File: src/rtl/fir_seq_ctrl.sv
// Sequencer for a time-multiplexed FIR: fills a circular sample buffer, then walks
// all DEPTH taps through a shared MAC, waits out its pipeline and offers the result.
module fir_seq_ctrl #(
  parameter  int DEPTH   = 200,
  parameter  int N       = 3,
  parameter  int MAC_LAT = 3,
  localparam int AW      = $clog2(DEPTH)
) (
  input  logic          clk,
  input  logic          rst,
  input  logic          in_valid,
  output logic          in_ready,
  input  logic [N-1:0]  in_data,
  input  logic          flush,
  output logic          wr_en,
  output logic [AW-1:0] wr_addr,
  output logic [N-1:0]  wr_data,
  output logic [AW-1:0] rd_addr,
  output logic [AW-1:0] tap_idx,
  output logic          acc_clear,
  output logic          acc_en,
  output logic          res_valid,
  input  logic          res_ready
);

  localparam int CW = $clog2(DEPTH + 1);
  localparam int DW = (MAC_LAT > 1) ? $clog2(MAC_LAT) : 1;
  localparam logic [AW-1:0] LAST = AW'(DEPTH - 1);

  typedef enum logic [2:0] {FILL, IDLE, RUN, DRAIN, HOLD} state_t;

  state_t        state, state_nxt;
  logic [AW-1:0] wp, base, k, rd_hold, tap_hold, rd_cur;
  logic [AW:0]   addr_sum;
  logic [CW-1:0] fill_cnt;
  logic [DW-1:0] drain_cnt;
  logic          accept, run_act;

  // Explicit compare-and-wrap so non-power-of-two depths never alias.
  function automatic logic [AW-1:0] wrap_inc(input logic [AW-1:0] x);
    return (x == LAST) ? '0 : x + 1'b1;
  endfunction

  always_comb begin
    addr_sum = {1'b0, base} + {1'b0, k};
    if (addr_sum >= (AW+1)'(DEPTH)) addr_sum = addr_sum - (AW+1)'(DEPTH);
  end
  assign rd_cur = addr_sum[AW-1:0];

  // NOTE: every branch starts from a default, otherwise synthesis infers a latch.
  always_comb begin
    state_nxt = state;
    if (flush) begin
      state_nxt = FILL;
    end else begin
      case (state)
        FILL:    if (accept && fill_cnt == CW'(DEPTH - 1)) state_nxt = RUN;
        IDLE:    if (accept) state_nxt = RUN;
        RUN:     if (k == LAST) state_nxt = DRAIN;
        DRAIN:   if (drain_cnt == DW'(MAC_LAT - 1)) state_nxt = HOLD;
        HOLD:    if (res_ready) state_nxt = IDLE;
        default: state_nxt = FILL;
      endcase
    end
  end

  // NOTE: registers use non-blocking assignments so every flop samples pre-edge values.
  always_ff @(posedge clk or posedge rst) begin
    if (rst) state <= FILL;
    else     state <= state_nxt;
  end

  always_ff @(posedge clk or posedge rst) begin
    if (rst) begin
      wp        <= '0;
      fill_cnt  <= '0;
      k         <= '0;
      base      <= '0;
      drain_cnt <= '0;
      rd_hold   <= '0;
      tap_hold  <= '0;
    end else begin
      if (flush) begin
        wp       <= '0;
        fill_cnt <= '0;
        k        <= '0;
      end else begin
        if (accept) wp <= wrap_inc(wp);
        if (accept && state == FILL) fill_cnt <= fill_cnt + 1'b1;
        // The updated write pointer is the oldest sample, i.e. tap 0 of this run.
        if (state != RUN && state_nxt == RUN) begin
          base <= wrap_inc(wp);
          k    <= '0;
        end else if (state == RUN && k != LAST) begin
          k <= k + 1'b1;
        end
      end
      if (state == DRAIN && state_nxt == DRAIN) drain_cnt <= drain_cnt + 1'b1;
      else                                      drain_cnt <= '0;
      if (run_act) begin
        rd_hold  <= rd_cur;
        tap_hold <= k;
      end
    end
  end

  always_comb begin
    in_ready  = (state == FILL) || (state == IDLE);
    accept    = in_valid && in_ready && !flush && !rst;
    run_act   = (state == RUN) && !flush;
    wr_en     = accept;
    wr_addr   = wp;
    wr_data   = in_data;
    acc_en    = run_act;
    acc_clear = run_act && (k == '0);
    rd_addr   = run_act ? rd_cur : rd_hold;
    tap_idx   = run_act ? k : tap_hold;
    res_valid = (state == HOLD) && !flush;
  end

endmodule

File: config.mk
export PLATFORM = sky130hd
export DESIGN_NAME = fir_seq_ctrl
export DESIGN_NICKNAME = d
export VERILOG_FILES = /design/src/rtl/fir_seq_ctrl.sv
export SDC_FILE = /design/constraint.sdc
export NUM_CORES = 1
export LEC_CHECK = 0
export BUFFER_PORTS_ARGS = -buffer_cell sky130_fd_sc_hd__buf_2
export CORE_MARGIN = 5
export CORE_UTILIZATION = 45
export CTS_CLUSTER_DIAMETER = 40
export DETAILED_ROUTE_END_ITERATION = 10
export PLACE_DENSITY = 0.76
export SKIP_CTS_REPAIR_TIMING = 1
export SLEW_MARGIN = 25
export SYNTH_ARGS = -nofsm -noshare
export SYNTH_HDL_FRONTEND = slang
export SYNTH_SLANG_ARGS = --single-unit
File: constraint.sdc
create_clock -name clk -period 4.65 [get_ports clk]
set_clock_uncertainty 0.2 [all_clocks]
set_input_delay 0.6975 -clock clk [delete_from_list [all_inputs] [get_ports clk]]
set_output_delay 0.6975 -clock clk [all_outputs]
set_load 0.005 [all_outputs]
# [After elaboration in Yosys (flattened, before gate mapping)]
# Index checks and enable logic that the tools add are counted.
[totals] ff_bits=53 in_bits=8 output_inout_bits=32 elab_cells=67
[classes] n_addsub=6 magnitude_cmp=1 eq_ne=12 n_mux=19 bitwise=1 reduce_logical=20
[op_table] cell="$mux 8" n=11
[op_table] cell="$add 8x1->8 const B" n=3
[op_table] cell="$eq 8x8->1 const B" n=3
[op_table] cell="$mux 3" n=6
[op_table] cell="$pmux 3 s5" n=1
[op_table] cell="$eq 3x2->1 const B" n=4
[op_table] cell="$logic_and 1x1->1" n=11
[op_table] cell="$add 8x8->9" n=1
[op_table] cell="$ge 9x8->1 const B" n=1
[op_table] cell="$logic_not 8->1" n=1
[op_table] cell="$ne 8x8->1 const B" n=1
[op_table] cell="$sub 8x8->8 const B" n=1
[op_table] cell="$reduce_bool 2->1" n=2
[op_table] cell="$eq 3x1->1 const B" n=1
[op_table] cell="$eq 3x3->1 const B" n=1
[op_table] cell="$logic_not 3->1" n=1
[op_table] cell="$ne 3x2->1 const B" n=1
[op_table] cell="$reduce_bool 3->1" n=1
[op_table] cell="$add 2x1->2 const B" n=1
[op_table] cell="$eq 2x2->1 const B" n=1
[op_table] cell="$logic_not 1->1" n=2
[op_table] cell="$mux 2" n=1
[op_table] cell="$reduce_and 2->1" n=1
[op_table] cell="$logic_or 1x1->1" n=1
[op_table] cell="$not 1->1" n=1

# [Longest topological paths before layout]
# Gate-level depths: netlist of the first run.
[logic_depth] ltp_word=13 depth_mapped=12 depth_no_buf=12

# [Worst setup path after synthesis of the first run]
# Ideal clock, no wire load.
[synth_path] kind="reg2out" startpoint="reg k[0]" endpoint="out rd_addr[6]" arrival_ps=2895 setup_slack_ps=858 stages_incl_launch_ff=13 cell_sequence="dfrtp_1 ha_1 fa_1 a21o_1 a211o_1 and2_1 inv_1 ha_1 nand2_1 mux2_2 o211ai_2 a211oi_1 o31ai_1"
[synth_between] elab_chain_cells=4 elab_cells_between_ends=5 cone_classes="add/sub (2); order compare (1); mux (2)"
[synth_rtl] element="from (decl)" line_no="33" rtl="logic [AW-1:0] wp, base, k, rd_hold, tap_hold, rd_cur;"
[synth_rtl] element="from (signal assigned)" line_no="95" rtl="k <= k + 1'b1;"
[synth_rtl] element="$add 8x8->9 *" line_no="45" rtl="addr_sum = {1'b0, base} + {1'b0, k};"
[synth_rtl] element="$sub 8x8->8 / $ge 9x8->1 (equally long branches)" line_no="46" rtl="if (addr_sum >= (AW+1)'(DEPTH)) addr_sum = addr_sum - (AW+1)'(DEPTH);"
[synth_rtl] element="$mux 8 *" line_no="46"
[synth_rtl] element="$mux 8 *"
[synth_rtl] element="to (decl)" line_no="18" rtl="output logic [AW-1:0] rd_addr,"
# Mark *: on every way between the ends. The rest lies on a longest branch, timed or not.

# [Worst setup path after layout of the first run]
# Same ends and word-level chain as after synthesis.

==> impl_metrics.json, run 1 <==
{
  "status": "finished clean",
  "syn_nets": 362,
  "worst-r2r-setup-slack_ns": 1.30,
  "finalSetupViolations": 0,
  "synthAdderAreaFrac_pct": 6.26,
  "initial_core_util_pct": 46.1,
  "dieArea_um2": 8690,
  "synth.distinct_cells": 55,
  "cts.path.max_buffers": 2,
  "insertion_delay_ns": 0.30,
  "die_h_um": 93.2,
  "grt_pass1_wl_um": 11500,
  "post-synth-top-area-cell": "dfrtp_1",
  "endpoint_kind": "output port",
  "num_vias": 2505,
  "synth-async-reset-ratio_pct": 100,
  "synth_mux_area_share_pct": 1.00,
  "min_period_ns": 4.40,
  "numPortBuffers": 33,
  "cp_num_buf_inv": 2,
  "crit_chain": "ha_1 -> fa_1 -> a21o_1 -> a211o_1 -> and2_1 -> inv_1 -> ha_1 -> nand2_1 -> mux2_2 -> o211ai_2 -> a211oi_1 -> o31ai_1 -> buf_2",
  "synth-simple-area-share_pct": 23.6,
  "slew-limit-headroom_pct": 45.2,
  "synth_area_um2": 3120,
  "crit_type": "reg2out",
  "grt_max_degree": 55,
  "synth_warnings": 0,
  "synth.top_cells.by_area": "dfrtp_1 43%, nand2_1 7.1%, ha_1 5.6%, nor2_1 4.9%, xnor2_1 2.5%",
  "wl_per_cell_um": 14.6,
  "yosysSeqAreaShare_pct": 42.6,
  "cpPeakStageDelay_ns": 0.45,
  "syn-mean-instance-area_um2": 9.19,
  "numCtsBuffers": 5,
  "grt_antenna_before_repair": 0,
  "hp-class": "reg2reg",
  "firstDrtPassIters": 4,
  "overflow": 0,
  "synth_top_family_by_area": "simple AND/OR/NAND/NOR gates",
  "detail_route.vias_per_cell": 5.60,
  "hpwl_um": 4920,
  "setup-tns-final_ns": 0,
  "max_cap_violations": 0,
  "place_congestion": 0.860,
  "leakage_nw": 1.67,
  "rsz0062_at_grt": "false",
  "die_x_um": 93.2,
  "start_kind": "flip-flop",
  "critPathSlowestCell": "dfrtp_1",
  "ios": 40,
  "drive_gt1_share_pct": 15.3,
  "drc": 0,
  "fin_crit_sh_pct": 94.7,
  "path_max_fanout": 5,
  "wl_um": 6550,
  "synth_seq_cells": 53,
  "clk_pin_slew_worst_paths_ns": 0.09,
  "synth_cells": 339,
  "cts_tree": "done",
  "grtUsageTotal_pct": 16.1,
  "rows": 30,
  "crit_required_ns": 3.75,
  "cp_common_cell": "ha_1",
  "areaGrowthSynthToFinish_pct": 10.4,
  "synth-edff-count": 0,
  "path_delay_family": "compound AO/OA/AOI/OAI gates",
  "vdd_ir_drop_max_uv": 151,
  "insertedDiodeCount": 0,
  "ant_nets": 0,
  "synth_compound_area_share_pct": 18.1,
  "nets": 390,
  "worst_pin_slew_ns": 0.817,
  "post-route-util_pct": 50.9,
  "cts_root_buffer": "clkbuf_8",
  "clock_sinks": 53,
  "netlist.area_leader.share_pct": 42.6,
  "cts_max_level": 2,
  "hold_viol_final": 0,
  "grt_pass1_vias": 2494,
  "arrival_ns": 3.51,
  "fmax_mhz": 227,
  "drt_iter0_markers": 119,
  "synth_ff_type": "dfrtp_1",
  "core_um2": 6760,
  "p_per_area_nw_per_um2": 232,
  "synth_xor_area_share_pct": 5.30,
  "slew_violations": 0
}
-- worst register-to-register path: cells and delay by family, from the launching register on --
kind | cells | cell delay (ns)
flops | 1 | 0.45
fa+ha+maj | 3 | 0.88
buf+inv | 1 | 0.06
mux | 1 | 0.30
simple gates | 2 | 0.27
compound gates | 5 | 1.09
-- power by group --
part,switching (mW),internal [mW],total (mW)
logic,0.0238,0.00883,0.0326
registers,0.00278,0.463,0.466
clock network,0.144,0.157,0.300
total,0.170,0.628,0.799
-- logic make-up after synthesis --
logic type,Yosys count
compound gates,76
flops,53
fa+ha+maj,15
mux,3
xor+xnor,18
simple gates,151
buf+inv,23
-- per-layer routing --
metal	global-route usage, %	up-vias	wire length, µm
met2	26.6	57	3100
met5	0	-	0
li1	-	1245	-
met1	21.3	1198	3120
met4	3.91	0	31
met3	3.62	5	296
-- synth_stat cells (7+ instances only) --
library cell and count:
nand2_1 59, nor2_1 41, clkbuf_1 7, nand2b_1 8
nand4_1 8, xnor2_1 9, a31oi_1 8, a21oi_1 10
inv_1 10, o21ai_0 15, o21ai_1 8, dfrtp_1 53
xor2_1 8, ha_1 14
-- cell usage in the layout, fill, tap and decap left out, types with 5 or more instances in the layout --
| cell type | n |
|---|---|
| nand2_1 | 59 |
| dfrtp_1 | 53 |
| nor2_1 | 41 |
| buf_2 | 33 |
| o21ai_0 | 15 |
| ha_1 | 14 |
| a21oi_1 | 9 |
| inv_1 | 9 |
| xnor2_1 | 9 |
| nand2b_1 | 8 |
| nand4_1 | 8 |
| o21ai_1 | 8 |
| xor2_1 | 8 |
| a31oi_1 | 8 |
| o21a_1 | 5 |
| and3_1 | 5 |
| nand3_1 | 5 |
| o211ai_1 | 5 |
| clkbuf_8 | 5 |
-- worst paths after layout --
| path | startpoint | to | cells past startpoint |
|---|---|---|---|
| setup / recovery | k[0] | rd_addr[6] | 13 |
| hold / removal | drain_cnt[0] | drain_cnt[0] | 1 |
| setup reg to reg | k[0] | rd_hold[6] | 12 |
| hold reg to reg | drain_cnt[0] | drain_cnt[0] | 1 |
| max in group asynchronous | rst | base[3] | 3 |
| min in group asynchronous | rst | fill_cnt[0] | 3 |
-- cell type report --
cell class / count / area [µm²]
multi-input combinational: 263 / 1700
clock buffer: 5 / 68.8
fill: 620 / 3320
inverter: 10 / 37.5
sequential: 53 / 1330
clock inverter: 2 / 35.0
tap: 80 / 100
timing repair buffer: 34 / 173
-- per-stage QoR --
stage                     std cells  setup WS [ns]  hold slack, ns  instance area [µm²]  power, mW
after CTS                       447          0.181           0.247                 3430      0.808
after global routing            447         0.0199           0.258                 3440      0.826
after global placement          440          0.603           0.215                 3330      0.508
final                           447          0.246           0.236                 3440      0.799
after detailed placement        440          0.509           0.234                 3330      0.508
after floorplan                 339          0.858           0.203                 3120      0.499
-- registers in the layout (all words and copies together), names as in the netlist --
register,flops
drain_cnt,2
k,8
state,3
tap_hold,8
wr_addr,8
fill_cnt,8
base,8
rd_hold,8
Power figures use the tool's default switching activity.
==> inputs of run 2 (changes only) <==
==> constraint.sdc (replaced) <==
create_clock -name clk -period 4.65 [get_ports clk]
set_clock_uncertainty 0.2 [all_clocks]
set_input_delay 0.6975 -clock clk [delete_from_list [all_inputs] [get_ports clk]]
set_output_delay 0.6975 -clock clk [all_outputs]
set_load 0.05 [all_outputs]
==> impl_metrics.json, run 2 (synthesis gave the netlist of run 1 again) <==
{
  "grt_antenna_before_repair": 0,
  "cts_tree": "done",
  "fin_cells": 449,
  "min_period_ns": 4.46,
  "grt_pass1_wl_um": 11300,
  "fmax_mhz": 224,
  "cp_num_buf_inv": 3,
  "n_fill_cell": 645,
  "finalSetupViolations": 0,
  "grtUsageTotal_pct": 15.7,
  "clock_sinks": 53,
  "wl_um": 6500,
  "slew_violations": 0,
  "leakage_nw": 1.67,
  "path_delay_family": "adder cells",
  "arrival_ns": 3.57,
  "max_cap_violations": 0,
  "post-route-util_pct": 51.2,
  "rsz0062_at_grt": "false",
  "dp_cells": 441,
  "hold_viol_final": 0,
  "hpwl_um": 4850,
  "layout_common_cells": "59 x nand2_1, 53 x dfrtp_1, 41 x nor2_1",
  "final_common_cell": "nand2_1",
  "endpoint_kind": "output port",
  "status": "finished clean",
  "crit_type": "reg2out",
  "vdd_ir_drop_max_uv": 121,
  "numCtsBuffers": 5,
  "multiInputGateArea_um2": 1710,
  "areaGrowthSynthToFinish_pct": 11.1,
  "setup-tns-final_ns": 0,
  "crit_required_ns": 3.75,
  "cp_common_cell": "inv_1",
  "worst_pin_slew_ns": 0.892,
  "crit_chain": "ha_2 -> fa_1 -> a21oi_1 -> a2bb2oi_2 -> and2_1 -> inv_1 -> ha_1 -> inv_1 -> nor2_1 -> or4_1 -> a31oi_1 -> buf_2",
  "drc": 0,
  "start_kind": "flip-flop",
  "drt_iter0_markers": 104,
  "dp_slack_ns": 0.410,
  "cts.path.max_buffers": 2,
  "grt_pass1_vias": 2425,
  "die_h_um": 93.2,
  "regArea_um2": 1330,
  "wl_per_cell_um": 14.5,
  "path_max_fanout": 5,
  "nets": 391,
  "ios": 40,
  "place_congestion": 0.887,
  "cpPeakStageDelay_ns": 0.53,
  "ant_nets": 0,
  "cts_root_buffer": "clkbuf_8",
  "slew-limit-headroom_pct": 40.0,
  "whs_ns": 0.227,
  "fin_crit_sh_pct": 96.0,
  "core_um2": 6760,
  "p_per_area_nw_per_um2": 225,
  "drive_gt1_share_pct": 16.3,
  "cts_max_level": 2,
  "critPathSlowestCell": "or4_1",
  "die_x_um": 93.2,
  "overflow": 0,
  "initial_core_util_pct": 46.1,
  "dieArea_um2": 8690,
  "hp-class": "reg2reg",
  "clk_pin_slew_worst_paths_ns": 0.10,
  "firstDrtPassIters": 5,
  "num_vias": 2476,
  "insertedDiodeCount": 0,
  "fin_ws_ns": 0.185,
  "insertion_delay_ns": 0.31,
  "numPortBuffers": 33,
  "grt_max_degree": 55,
  "rows": 30,
  "detail_route.vias_per_cell": 5.51
}
-- run 2: cell count changes in the layout (fill, tap and decap cells not counted), sizes merged --
cell,previous run,this run
buf,34,35
bufinv,1,0
clkbuf,5,6
clkinv,1,2
-- run 2: final cells by class --
cell class / instances / area share [%]
clock buffer: 6 / 2.39
multi-input combinational: 263 / 49.4
tap: 80 / 2.89
clock inverter: 2 / 0.398
inverter: 10 / 1.08
sequential: 53 / 38.3
timing repair buffer: 35 / 5.57
-- run 2: where the power goes --
| group | internal, mW | switching, mW | total [mW] |
|---|---|---|---|
| combinational | 0.00891 | 0.0301 | 0.0391 |
| sequential | 0.463 | 0.00276 | 0.466 |
| clock | 0.121 | 0.154 | 0.275 |
-- run 2: path summary, 6_finish.rpt --
path | start | end | slack, ns | depth (start not counted)
setup / recovery | k[0] | rd_addr[7] | 0.19 | 12
hold / removal | drain_cnt[0] | drain_cnt[0] | 0.23 | 1
setup reg to reg | k[0] | rd_hold[3] | 1.33 | 12
hold reg to reg | drain_cnt[0] | drain_cnt[0] | 0.23 | 1
max in group asynchronous | rst | k[1] | 3.42 | 3
min in group asynchronous | rst | wr_addr[1] | 0.36 | 3
-- run 2: layer usage --
metal / GRT usage, % / part of all wire, % / vias to the layer above
met5: 0 / 0 / -
met4: 4.27 / 1.7 / 0
met3: 3.22 / 4.6 / 12
met2: 25.2 / 44 / 51
met1: 21.5 / 50 / 1165
li1: - / - / 1248
-- run 2: per-stage QoR --
step | instance area (µm²) | power, mW
final | 3460 | 0.780
after global routing | 3460 | 0.809
after CTS | 3440 | 0.789
after detailed placement | 3340 | 0.515
after global placement | 3340 | 0.514
after floorplan | 3130 | 0.510
-- run 2: worst reg2reg max path: cells and delay by family, from the launching register on --
family          cells  cell delay [ns]
compound gates      5             1.12
fa+ha+maj           3             0.82
buf+inv             1             0.06
flops               1             0.45
mux                 1             0.30
simple gates        2             0.26
==> inputs of run 3 (changes only) <==
--- a/config.mk
+++ b/config.mk
@@ -7,10 +7,10 @@
 export LEC_CHECK = 0
 export BUFFER_PORTS_ARGS = -buffer_cell sky130_fd_sc_hd__buf_2
 export CORE_MARGIN = 5
-export CORE_UTILIZATION = 45
+export CORE_UTILIZATION = 55
 export CTS_CLUSTER_DIAMETER = 40
 export DETAILED_ROUTE_END_ITERATION = 10
-export PLACE_DENSITY = 0.76
+export PLACE_DENSITY = 0.87
 export SKIP_CTS_REPAIR_TIMING = 1
 export SLEW_MARGIN = 25
 export SYNTH_ARGS = -nofsm -noshare
==> impl_metrics.json, run 3 (synthesis gave the netlist of run 1 again) <==
{
  "wl_um": 6720,
  "numCtsBuffers": 5,
  "clk_pin_slew_worst_paths_ns": 0.10,
  "multiInputGateArea_um2": 1710,
  "drive_gt1_share_pct": 16.8,
  "areaGrowthSynthToFinish_pct": 12.5,
  "endpoint_kind": "output port",
  "final_common_cell": "nand2_1",
  "path_max_fanout": 5,
  "wl_per_cell_um": 15.2,
  "cts_max_level": 2,
  "core_um2": 5510,
  "n_fill_cell": 469,
  "hp-class": "reg2reg",
  "slew-limit-headroom_pct": 38.8,
  "min_period_ns": 4.48,
  "whs_ns": 0.228,
  "vdd_ir_drop_max_uv": 225,
  "worstHoldEndpoint": "drain_cnt[0]",
  "slew_violations": 0,
  "power.total_uw": 880,
  "rows": 27,
  "grt_pass1_wl_um": 11500,
  "p_sw_uw": 191,
  "place_congestion": 0.891,
  "pwr-share-clk_pct": 42.6,
  "num_vias": 2537,
  "layout_common_cells": "59 x nand2_1, 52 x dfrtp_1, 41 x nor2_1",
  "numPortBuffers": 33,
  "regArea_um2": 1330,
  "firstDrtPassIters": 4,
  "fmax_mhz": 223,
  "switching_share_pct": 21.7,
  "start_kind": "flip-flop",
  "hpwl_um": 4940,
  "status": "finished clean",
  "crit_type": "reg2out",
  "ant_nets": 0,
  "ios": 40,
  "arrival_ns": 3.58,
  "fin_area_um2": 3510,
  "power_frac_seq_pct": 52.9,
  "comb_power_share_pct": 4.4,
  "nets": 392,
  "r2r_cells": 13,
  "crit_required_ns": 3.75,
  "grt_pass1_vias": 2511,
  "grt_max_degree": 55,
  "worst_pin_slew_ns": 0.909,
  "max_cap_violations": 0,
  "insertedDiodeCount": 0,
  "finalSetupViolations": 0,
  "reg2reg_from": "k[0]",
  "drc": 0,
  "fin_crit_sh_pct": 96.3,
  "min_path_cells": 1,
  "min_from": "drain_cnt[0]",
  "detail_route.vias_per_cell": 5.74,
  "p_per_area_nw_per_um2": 251,
  "drt_iter0_markers": 207,
  "die_h_um": 85.3,
  "initial_core_util_pct": 56.6,
  "grtUsageTotal_pct": 19.0,
  "cts_root_buffer": "clkbuf_8",
  "worst-r2r-setup-slack_ns": 1.16,
  "overflow": 0,
  "p_int_uw": 689,
  "cts.path.max_buffers": 2,
  "rr_endpoint": "rd_hold[3]",
  "dpl_cell_area_um2": 3330,
  "dieArea_um2": 7270,
  "insertion_delay_ns": 0.31,
  "hold_viol_final": 0,
  "grt_antenna_before_repair": 0,
  "clock_sinks": 53,
  "leakage_nw": 1.70,
  "die_x_um": 85.3,
  "cts_tree": "done"
}
## run 3: cell count changes in the layout (fill, tap and decap cells not counted), sizes merged
| cell | previous run | this run |
|---|---|---|
| bufinv | 0 | 2 |
| inv | 10 | 11 |
| clkinv | 2 | 0 |
## run 3: layer usage
metal  share of wire, %  vias to the layer above  GRT usage (%)
li1                   -                     1257              -
met1                 47                     1214           25.1
met2                 48                       58           32.3
met3                4.4                        8           3.40
met4               0.94                        0           4.60
met5                  0                        -              0
## run 3: power by group through the flow
stage | Sequential, mW | Combinational (mW) | Clock [mW]
2_1_floorplan | 0.478 | 0.0321 | 0
3_3_place_gp | 0.475 | 0.0385 | 0
3_5_place_dp | 0.475 | 0.0397 | 0
4_1_cts | 0.466 | 0.0399 | 0.378
5_1_grt | 0.466 | 0.0439 | 0.399
6_report | 0.466 | 0.0392 | 0.375
## run 3: per-stage QoR
| step | cells | util, % | setup TNS [ns] | worst slack (ns) |
|---|---|---|---|---|
| after detailed placement | 433 | 60.6 | 0 | 0.389 |
| final | 442 | 63.7 | 0 | 0.174 |
| after CTS | 441 | 63.1 | 0 | 0.0412 |
| after global placement | 433 | 60.6 | 0 | 0.494 |
| after global routing | 442 | 63.7 | -0.00153 | -0.00153 |
| after floorplan | 339 | - | 0 | 0.152 |
## run 3: how the worst max path moves through the flow
stage          from          to  slack, ns  cells after the start
2_1_floorplan  k[0]  rd_addr[7]       0.15                     11
3_3_place_gp   k[0]  rd_addr[7]       0.49                     12
3_5_place_dp   k[0]  rd_addr[7]       0.39                     12
4_1_cts        k[0]  rd_addr[7]       0.04                     12
5_1_grt        k[0]  rd_addr[3]     -0.002                     13
6_report       k[0]  rd_addr[3]       0.17                     13
## run 3: worst max-delay path, cell delays in order, from the launching register on
cell and delay (ns):
dfrtp_2 0.45, ha_1 0.24, fa_1 0.45, a21o_1 0.19, a211o_1 0.33, and2_1 0.19, inv_1 0.06, ha_1 0.18
nand2b_1 0.07, mux2_2 0.30, o211ai_2 0.21, a21oi_1 0.11, o31ai_2 0.29, buf_6 0.21
## run 3: area by class of cell
class,instances,share of cell area (%)
timing repair buffer,36,5.78
multi-input combinational,263,48.8
inverter,10,1.07
clock inverter,3,1.96
clock buffer,5,1.96
tap,72,2.57
sequential,53,37.9
